File: config.mk
export PLATFORM = sky130hd
export DESIGN_NAME = text_overlay_gen
export DESIGN_NICKNAME = d
export VERILOG_FILES = /design/src/rtl/text_overlay_pkg.sv /design/src/rtl/font_rom_8x16.sv /design/src/rtl/text_overlay_gen.sv
export SDC_FILE = /design/constraint.sdc
export NUM_CORES = 1
export LEC_CHECK = 0
export ABC_CLOCK_PERIOD_IN_PS = 4300
export CORE_MARGIN = 2
export CORE_UTILIZATION = 53
export CTS_BUF_LIST = sky130_fd_sc_hd__clkbuf_4 sky130_fd_sc_hd__clkbuf_8
export DETAILED_ROUTE_END_ITERATION = 8
export GPL_TIMING_DRIVEN = 0
export PLACE_DENSITY_LB_ADDON = 0.3
export SYNTH_ARGS = -nofsm -noshare
export SYNTH_HDL_FRONTEND = slang
export SYNTH_SLANG_ARGS = --single-unit
File: constraint.sdc
create_clock -name clk -period 4.3 [get_ports clk]
set_input_delay 0.86 -clock clk [delete_from_list [all_inputs] [get_ports clk]]
set_output_delay 0.86 -clock clk [all_outputs]
set_load 0.005 [all_outputs]
File: src/rtl/text_overlay_pkg.sv
// Shared constants and FSM encoding for the text overlay generator.
package text_overlay_pkg;
   localparam logic [7:0] ASCII_SPACE = 8'h20;
   localparam int GLYPH_W = 8;
   localparam int GLYPH_H = 16;

   typedef enum logic {ST_IDLE, ST_CLEAR} ovl_state_e;
endpackage

File: src/rtl/font_rom_8x16.sv
// 128-glyph 8x16 font ROM, address {code[6:0], row[3:0]}, registered output.
// Only the glyphs the overlay currently shows are populated; all others are blank.
module font_rom_8x16 (
   input  logic        clk,
   input  logic [10:0] addr_i,
   output logic [7:0]  row_o
);
   logic [7:0] row_d, row_q;
   logic [6:0] code;
   logic [3:0] row;

   assign code = addr_i[10:4];
   assign row  = addr_i[3:0];

   always_comb begin
      row_d = 8'h00;
      unique case (code)
         7'h48: begin // 'H'
            case (row)
               4'd7, 4'd8: row_d = 8'hFE;
               4'd2, 4'd3, 4'd4, 4'd5, 4'd6,
               4'd9, 4'd10, 4'd11, 4'd12, 4'd13: row_d = 8'hC6;
               default: row_d = 8'h00;
            endcase
         end
         7'h45: begin // 'E'
            case (row)
               4'd2, 4'd13: row_d = 8'hFE;
               4'd7, 4'd8:  row_d = 8'hFC;
               4'd3, 4'd4, 4'd5, 4'd6,
               4'd9, 4'd10, 4'd11, 4'd12: row_d = 8'hC0;
               default: row_d = 8'h00;
            endcase
         end
         7'h4C: begin // 'L'
            case (row)
               4'd13: row_d = 8'hFE;
               4'd2, 4'd3, 4'd4, 4'd5, 4'd6, 4'd7,
               4'd8, 4'd9, 4'd10, 4'd11, 4'd12: row_d = 8'hC0;
               default: row_d = 8'h00;
            endcase
         end
         default: row_d = 8'h00;
      endcase
   end

   always_ff @(posedge clk) row_q <= row_d;

   assign row_o = row_q;
endmodule

File: src/rtl/text_overlay_gen.sv
// COLS x ROWS text overlay: writable cell RAM, clear sequencer, blink and a
// 3-stage pixel pipeline (area/cell calc -> cell RAM read -> font ROM row).
module text_overlay_gen
   import text_overlay_pkg::*;
#(
   parameter int COLS         = 16,
   parameter int ROWS         = 4,
   parameter int X0           = 64,
   parameter int Y0           = 64,
   parameter int SCALE_SH     = 1,
   parameter int RGB_W        = 12,
   parameter logic [RGB_W-1:0] FG = RGB_W'(12'hFFF),
   parameter logic [RGB_W-1:0] BG = RGB_W'(12'h000),
   parameter int BLINK_FRAMES = 30,
   localparam int AW          = $clog2(COLS*ROWS)
) (
   input  logic             clk,
   input  logic             reset,
   input  logic             video_on,
   input  logic [9:0]       pix_x,
   input  logic [9:0]       pix_y,
   input  logic             frame_tick,
   input  logic             wr_valid,
   output logic             wr_ready,
   input  logic [AW-1:0]    wr_addr,
   input  logic [7:0]       wr_data,
   input  logic             clr_req,
   output logic             busy,
   output logic             text_on,
   output logic [RGB_W-1:0] rgb_out
);
   localparam int CELLS = COLS * ROWS;
   localparam int CW    = GLYPH_W << SCALE_SH;
   localparam int CH    = GLYPH_H << SCALE_SH;
   localparam int CX_SH = $clog2(GLYPH_W) + SCALE_SH;
   localparam int CY_SH = $clog2(GLYPH_H) + SCALE_SH;
   localparam int BW    = (BLINK_FRAMES > 1) ? $clog2(BLINK_FRAMES) : 1;
   localparam logic [10:0] XL = 11'(X0);
   localparam logic [10:0] XH = 11'(X0 + COLS*CW);
   localparam logic [10:0] YL = 11'(Y0);
   localparam logic [10:0] YH = 11'(Y0 + ROWS*CH);

   // ---------------- clear / write sequencer ----------------
   ovl_state_e    state_q, state_d;
   logic [AW-1:0] clr_idx_q, clr_idx_d;
   logic          ram_we;
   logic [AW-1:0] ram_waddr;
   logic [7:0]    ram_wdata;
   logic          addr_ok;

   assign addr_ok = ({1'b0, wr_addr} < (AW+1)'(CELLS));

   always_comb begin
      state_d   = state_q;
      clr_idx_d = clr_idx_q;
      wr_ready  = 1'b0;
      busy      = 1'b0;
      ram_we    = 1'b0;
      ram_waddr = wr_addr;
      ram_wdata = wr_data;
      case (state_q)
         ST_IDLE: begin
            wr_ready = 1'b1;
            ram_we   = wr_valid & addr_ok;
            if (clr_req) begin
               state_d   = ST_CLEAR;
               clr_idx_d = '0;
            end
         end
         ST_CLEAR: begin
            busy      = 1'b1;
            ram_we    = 1'b1;
            ram_waddr = clr_idx_q;
            ram_wdata = ASCII_SPACE;
            if (clr_idx_q == AW'(CELLS-1)) state_d = ST_IDLE;
            else                           clr_idx_d = clr_idx_q + 1'b1;
         end
         default: state_d = ST_CLEAR;
      endcase
   end

   always_ff @(posedge clk or negedge reset) begin
      if (!reset) begin
         state_q   <= ST_CLEAR;
         clr_idx_q <= '0;
      end else begin
         state_q   <= state_d;
         clr_idx_q <= clr_idx_d;
      end
   end

   // ---------------- blink ----------------
   logic [BW-1:0] blink_cnt_q;
   logic          blink_phase_q;

   always_ff @(posedge clk or negedge reset) begin
      if (!reset) begin
         blink_cnt_q   <= '0;
         blink_phase_q <= 1'b0;
      end else if (frame_tick) begin
         if (blink_cnt_q == BW'(BLINK_FRAMES-1)) begin
            blink_cnt_q   <= '0;
            blink_phase_q <= ~blink_phase_q;
         end else begin
            blink_cnt_q <= blink_cnt_q + 1'b1;
         end
      end
   end

   // ---------------- S1: area and cell decode ----------------
   logic          area_d;
   logic [9:0]    dx, dy;
   logic [AW-1:0] cell_d;

   assign area_d = ({1'b0, pix_x} >= XL) && ({1'b0, pix_x} < XH) &&
                   ({1'b0, pix_y} >= YL) && ({1'b0, pix_y} < YH);
   assign dx     = pix_x - 10'(X0);
   assign dy     = pix_y - 10'(Y0);
   // Out-of-area pixels produce a wrapped, meaningless index; masked by area later.
   assign cell_d = AW'(int'(dy >> CY_SH) * COLS + int'(dx >> CX_SH));

   logic [3:1]    vid_q, area_q;
   logic [AW-1:0] cell_s1_q;
   logic [2:0]    gx_s1_q, gx_s2_q, gx_s3_q;
   logic [3:0]    gy_s1_q, gy_s2_q;
   logic          blink_s3_q;
   logic [7:0]    code_s2_q;
   logic [7:0]    font_row;

   always_ff @(posedge clk or negedge reset) begin
      if (!reset) begin
         vid_q      <= '0;
         area_q     <= '0;
         cell_s1_q  <= '0;
         gx_s1_q    <= '0;
         gx_s2_q    <= '0;
         gx_s3_q    <= '0;
         gy_s1_q    <= '0;
         gy_s2_q    <= '0;
         blink_s3_q <= 1'b0;
      end else begin
         vid_q      <= {vid_q[2:1], video_on};
         area_q     <= {area_q[2:1], area_d};
         cell_s1_q  <= cell_d;
         gx_s1_q    <= 3'(dx >> SCALE_SH);
         gy_s1_q    <= 4'(dy >> SCALE_SH);
         gx_s2_q    <= gx_s1_q;
         gy_s2_q    <= gy_s1_q;
         gx_s3_q    <= gx_s2_q;
         blink_s3_q <= code_s2_q[7];
      end
   end

   // ---------------- S2: cell RAM (power-of-two deep, no reset) ----------------
   logic [7:0] ram_q [2**AW];

   always_ff @(posedge clk) begin
      if (ram_we) ram_q[ram_waddr] <= ram_wdata;
      code_s2_q <= ram_q[cell_s1_q];
   end

   // ---------------- S3: font row ----------------
   font_rom_8x16 u_font (
      .clk    (clk),
      .addr_i ({code_s2_q[6:0], gy_s2_q}),
      .row_o  (font_row)
   );

   logic lit;
   // Leftmost pixel is the MSB: bit index 7-gx, which is ~gx for 3 bits.
   assign lit     = font_row[~gx_s3_q] & ~(blink_s3_q & blink_phase_q);
   assign text_on = vid_q[3] & area_q[3];
   assign rgb_out = !text_on ? '0 : (lit ? FG : BG);
endmodule

======== After elaboration in Yosys (flattened, before gate mapping) ========
Memory sizes are Yosys's and may differ from the RTL's. A register that Yosys moved wholly into a read port is not among the register bits.
Index checks and enable logic that the tools add are counted.
storage, ports and cells
  flip-flop bits (word level) ............. 51
  bits in latches ......................... 0
  RAM bits ................................ 512
  bits in read-only memories .............. 336
  input bits .............................. 40
  logic and storage cells ................. 66
  memories kept ........................... 4
operators by class
  $add $sub $neg .......................... 5
  $mul .................................... 0
  divide/modulo/power cells ............... 0
  magnitude comparators ................... 5
  equal/unequal tests ..................... 7
  shift-type cells ........................ 0
  muxes and demuxes ....................... 19
  bitwise operators ....................... 7
  reductions and logical operators ........ 5
memory list
  memory            depth  bits a word  read ports  clocked after Yosys merged registers in  wr ports  RTL line                 RTL
  ram_q             64     8            1           1                                        1         text_overlay_gen.sv:155  logic [7:0] ram_q [2**AW];
  (name not given)  16     7            1           0                                        0         font_rom_8x16.sv:19      case (row)
  (name not given)  16     7            1           0                                        0         font_rom_8x16.sv:27      case (row)
  (name not given)  16     7            1           0                                        0         font_rom_8x16.sv:36      case (row)
operators by type and width
  kind                                                                    count
  12-bit 2-to-1 mux                                                       2
  8-bit case mux with 3 select lines                                      1
  7-bit == test, second input constant                                    3
  10-bit by 7-bit >= comparator with 1-bit output, second input constant  2
  6-bit 2-to-1 mux                                                        3
  6-bit case mux with 2 select lines                                      1
  10-bit by 8-bit < comparator with 1-bit output, second input constant   1
  10-bit by 9-bit < comparator with 1-bit output, second input constant   1
  10-bit by 7-bit subtractor with 10-bit output, second input constant    1
  8-bit 2-to-1 mux                                                        1
  1-bit 2-to-1 mux                                                        7
  7-bit subtractor, second input constant                                 1
  6-bit by 1-bit adder with 6-bit output, second input constant           1
  6-bit adder                                                             1
  6-bit == test, second input constant                                    1
  5-bit by 1-bit adder with 5-bit output, second input constant           1
  5-bit == test, second input constant                                    1
  5-bit 2-to-1 mux                                                        1
  3-bit by 4-bit < comparator with 1-bit output, second input constant    1
  2-bit inequality test, second input constant                            2
  1-bit case mux with 2 select lines                                      2
  2-bit AND reduction                                                     2
  1-bit AND                                                               3
  1-bit binary-select mux with 3-bit select                               1
  other kinds (3)                                                         7

======== Longest topological paths before layout ========
  depth in word-level cells ............... 6
  mapped depth ............................ 9
  mapped depth without buffers ............ 7

======== By module ========
Synthesis repeated with hierarchy kept, for this count alone.
unflattened totals
  cell total of the unflattened synthesis .. 1137
  area, all modules ....................... 22405.2 µm²
modules (own cells, without submodules)
  module            instances  cells an instance  area an instance (µm²)
  text_overlay_gen  1          1103               22098.7
  font_rom_8x16     1          34                 306.5

======== Worst setup path after synthesis ========
No wires, ideal clock.
  kind .................................... register to register
  start ................................... register state_q
  end ..................................... memory ram_q[0][0] (data pin)
  data arrival time ....................... 2530 ps
  slack ................................... 1255 ps
  cell stages (with the launch flop) ...... 5
  buffers on the path ..................... 3
  clock period less this slack ............ 3045 ps
  cell sequence ........................... dfstp_2 -> buf_2 -> clkbuf_1 -> clkbuf_1 -> nor2b_1
on the way
  cells in the longest elaborated chain, start to end .. 1
ends and longest elaborated chain
  element                 RTL line                 RTL
  from (decl)             text_overlay_gen.sv:44   ovl_state_e state_q, state_d;
  from (signal assigned)  text_overlay_gen.sv:87   state_q <= state_d;
  8-bit 2-to-1 mux        text_overlay_gen.sv:61   case (state_q)
  net ram_wdata[0]        text_overlay_gen.sv:48   logic [7:0] ram_wdata;
  to (decl)               text_overlay_gen.sv:155
The timed path passes the listed nets, and every way through them passes these cells.

======== Worst setup path in the final report ========
  start ................................... register state_q
  end ..................................... memory ram_q[61][2] (enable)
on the way
  cells in the longest elaborated chain, start to end .. 4
  elaborated cells between the ends (all ways) .. 5
ends and longest elaborated chain
  element                                 RTL line                 RTL
  1-bit NOT                               n/a
  1-bit case mux with 2 select lines      text_overlay_gen.sv:61
  1-bit 2-to-1 mux                        text_overlay_gen.sv:158  if (ram_we) ram_q[ram_waddr] <= ram_wdata;
  1-bit 2-to-1 mux (not written as such)  text_overlay_gen.sv:158
Several ways; a longest one is shown, not always the timed one.

==> run_results.csv <==
group,metric,value,unit
outcome,result_of_the_run,"complete, no violations",
timing,fmax,271.3,MHz
yosys,synth.distinct_cells,57,
place,dpl.hpwl,32480,um
timing,final.setup_skew,0.02954,ns
cts,clock_path_buffers,3,
critical_path,timing.critical_path.depth,7,
cts,numClockSinks,567,
final_layout,postLayoutCoreUtil,61.68,%
final_layout,layout-area-overhead-vs-synth,14.53,%
timing,max-slew-margin-rel,23.47,%
yosys,synth.net_count,1153,
worst_hold_path,worst_hold_path_type,"primary input to async pin",
detailed_routing,num_vias,11510,
power,power_frac_comb,12.7,%
critical_path,regToRegEndpoint,"ram_q[61][2]",
global_routing,grt_overflow,0,
final_layout,layout-drive-gt1-share,25.43,%
yosys,postSynth.topFlopCell,"sky130_fd_sc_hd__edfxtp_1",
critical_path,critical_path.cell_chain,"buf_2 > clkbuf_1 > clkbuf_1 > nand3_1 > o21ai_0 > nand2_1 > nor2_1",
critical_path,crit_path_max_fanout,10,
detailed_routing,first_iter_violations,1395,
yosys,netlist_instances,1107,
global_routing,first_global_vias,11540,
timing,portion_of_the_clock_cycle_consumed_by_the_worst_path_in_the_final_layout,85.73,%
die,dieArea,43330,sq um
place,finalWeightedCongestion,0.9090,
die,placement_rows,74,
critical_path,end_kind,"flop",
cts,cts_post_setup_buffers_inserted,0,
global_routing,track_usage,23.66,%
power,p_sw,3.268,mW
timing,setup-violations-final,0,
detailed_routing,drcViolationCount,0,
detailed_routing,avgRoutedWirePerCell,26.80,um
detailed_routing,wirelength,49880,um
detailed_routing,avgViaCountPerCell,6.186,
power,irDropWorstVdd,0.3486,mV
critical_path,worstPathBufferInverterCount,3,
timing,final_hold_viol_count,0,
yosys,postSynth.asyncResetShare,7.584,%
detailed_routing,ant_nets,0,
power,pwr-share-clk,35.4,%
yosys,syn_area,22090,sq um
power,internal_power,9.546,mW
die,initial_core_utilization,53.86,%
cts,holdBufCountCts,0,
critical_path,r2r_slack,0.61,ns
cts,path_clk_slew,0.07,ns
place,place_inst,1699,
critical_path,rr_startpoint,"state_q",
critical_path,worstSetupStartpointType,"flop",
timing,holdWs,0.1260,ns
timing,setup_total_negative_slack,0,ns
yosys,synth_seq_area_share,75.56,%
critical_path,critPathTopFamily,"buffers and inverters",
critical_path,cell_type_with_the_highest_occurrence_count_on_the_critical_path,"sky130_fd_sc_hd__clkbuf_1",
power,pwrdens,506.5,nW/um^2
global_routing,grt_start_max_net_pins,65,
yosys,ys.warnings.count,0,
place,placement.io_buffers,52,
die,core_area,41020,sq um
cts,clock_tree.root_cell,"sky130_fd_sc_hd__clkbuf_8",
yosys,syn_avg_cell_area,19.96,sq um
cts,tritoncts,"built",
timing,slew_viol_final,0,
timing,setup_repair_after_global_routing_missed_its_margin,"false",
power,cellLeakagePower,8.293,nW
global_routing,global_route_wire_length_before_repair,74040,um
detailed_routing,dr.pass1.iters,8,
timing,tightest_slew,1.148,ns
die,ios,55,
final_layout,mostFrequentLayoutCells,"sky130_fd_sc_hd__edfxtp_1, sky130_fd_sc_hd__mux4_2, sky130_fd_sc_hd__clkbuf_8",
final_layout,antennaDiodeCount,0,
final_layout,finish.cell_count_without_fillers,1861,
cts,cts-htree-levels,3,
die,die_h,208.2,um
cts,clk_latency,0.65,ns
critical_path,type_of_the_worst_setup_path,"flop to flop",
final_layout,final_stage_net_count,1304,
die,die_w,208.2,um
critical_path,worst_ep_arrival,3.93,ns
power,power_switching_share,25.50,%
final_layout,layout.cells.most_common,"sky130_fd_sc_hd__edfxtp_1",
critical_path,critical-path-slowest-cell,"sky130_fd_sc_hd__nor2_1",
power,p_seq_share,51.9,%
yosys,count_of_flip_flops_with_a_built_in_enable_after_synthesis,512,
flow_run,max_cap_viol_count,0,
critical_path,critical_path_required,4.54,ns
timing,final_critical_path_required_period,3.686,ns
cts,numCtsBuffers,89,
critical_path,cpPeakStageDelay,0.80,ns
critical_path,reg2reg_depth,7,
cts,post_cts.resized_instances,0,
global_routing,number_of_antenna_violations_at_the_first_check_in_global_routing,0,
yosys,ys_ff_latch,567,
## layer usage
| metal | vias to the layer above | track usage (%) | part of all wire, % |
|---|---|---|---|
| met1 | 5948 | 33.66 | 40 |
| met3 | 71 | 5.962 | 10 |
| met4 | 0 | 7.591 | 2.3 |
| met5 | - | 0 | 0 |
| li1 | 4839 | - | - |
| met2 | 655 | 36.50 | 47 |
## kinds of logic (layout without fill, tap and decap cells)
| kind of cell | after synthesis | after routing | share of synthesized area, % |
|---|---|---|---|
| compound gates | 104 | 104 | 3.466 |
| xor+xnor | 8 | 8 | 0.3172 |
| fa+ha+maj | 6 | 6 | 0.3398 |
| buf+inv | 74 | 296 | 1.807 |
| flops | 567 | 567 | 75.56 |
| mux | 153 | 153 | 14.39 |
| simple gates | 195 | 195 | 4.123 |
## stage by stage
stage	cell area [sq um]	setup WS, ns	total power, mW
after floorplan	22090	1.255	7.692
after global placement	23280	-1.247	8.285
after detailed placement	23500	0.6236	8.367
after CTS	25300	0.6416	12.86
after global routing	25300	0.3862	13.26
final	25300	0.6138	12.81
## worst max path at each step
stage	start	end
6_report	state_q	ram_q[61][2]
5_1_grt	state_q	ram_q[61][2]
4_1_cts	state_q	ram_q[53][7]
3_5_place_dp	wr_addr[1]	ram_q[40][7]
3_3_place_gp	wr_data[2]	ram_q[16][2]
2_1_floorplan	state_q	ram_q[0][0]
## synth_stat cells, drive strengths merged, types with 8 or more instances
cell	number	area [sq um]
clkbuf	20	75.07
mux2i	19	190.2
nand2	40	150.1
a21oi	12	60.06
nor2b	18	112.6
o221ai	11	96.34
nor3	10	50.05
mux4	129	2932
inv	10	37.54
a221oi	8	70.07
o22ai	14	87.58
buf	43	282.8
nand2b	11	68.82
dfxtp	12	240.2
o21ai	16	80.08
a22o	8	70.07
a22oi	8	60.06
nand3	15	75.07
nor2	77	289.0
edfxtp	512	15370
dfrtp	42	1051
## worst reg2reg max path: cells and delay by family, from the launching register on
kind / cells / cell delay (ns)
compound gates: 1 / 0.21
flops: 1 / 0.53
simple gates: 3 / 1.23
buf+inv: 3 / 1.32
## power groups by stage
| stage | logic, mW | registers (mW) | clock network [mW] |
|---|---|---|---|
| 4_1_cts | 1.61 | 6.65 | 4.59 |
| 3_3_place_gp | 1.54 | 6.75 | 0 |
| 5_1_grt | 1.73 | 6.69 | 4.84 |
| 6_report | 1.62 | 6.66 | 4.53 |
| 3_5_place_dp | 1.60 | 6.77 | 0 |
| 2_1_floorplan | 0.989 | 6.70 | 0 |
## sequential cells by signal, summed over array words and instances, names as in the netlist, 4 cells and up
signal,cells
u_font.row_o,4
blink_cnt_q,5
gy_s2_q,4
gy_s1_q,4
ram_q,512
clr_idx_q,6
code_s2_q,8
cell_s1_q,6
## area by class of cell
type	instances	area, sq um
Sequential cell	567	16690
Timing Repair Buffer	60	690.7
Clock buffer	136	1628
Clock inverter	26	172.7
Inverter	11	41.29
Fill cell	2826	15720
Buffer	63	357.8
Multi-Input combinational cell	466	5052
Tap cell	532	665.6
Note: power is estimated with default switching activity, not from simulation.
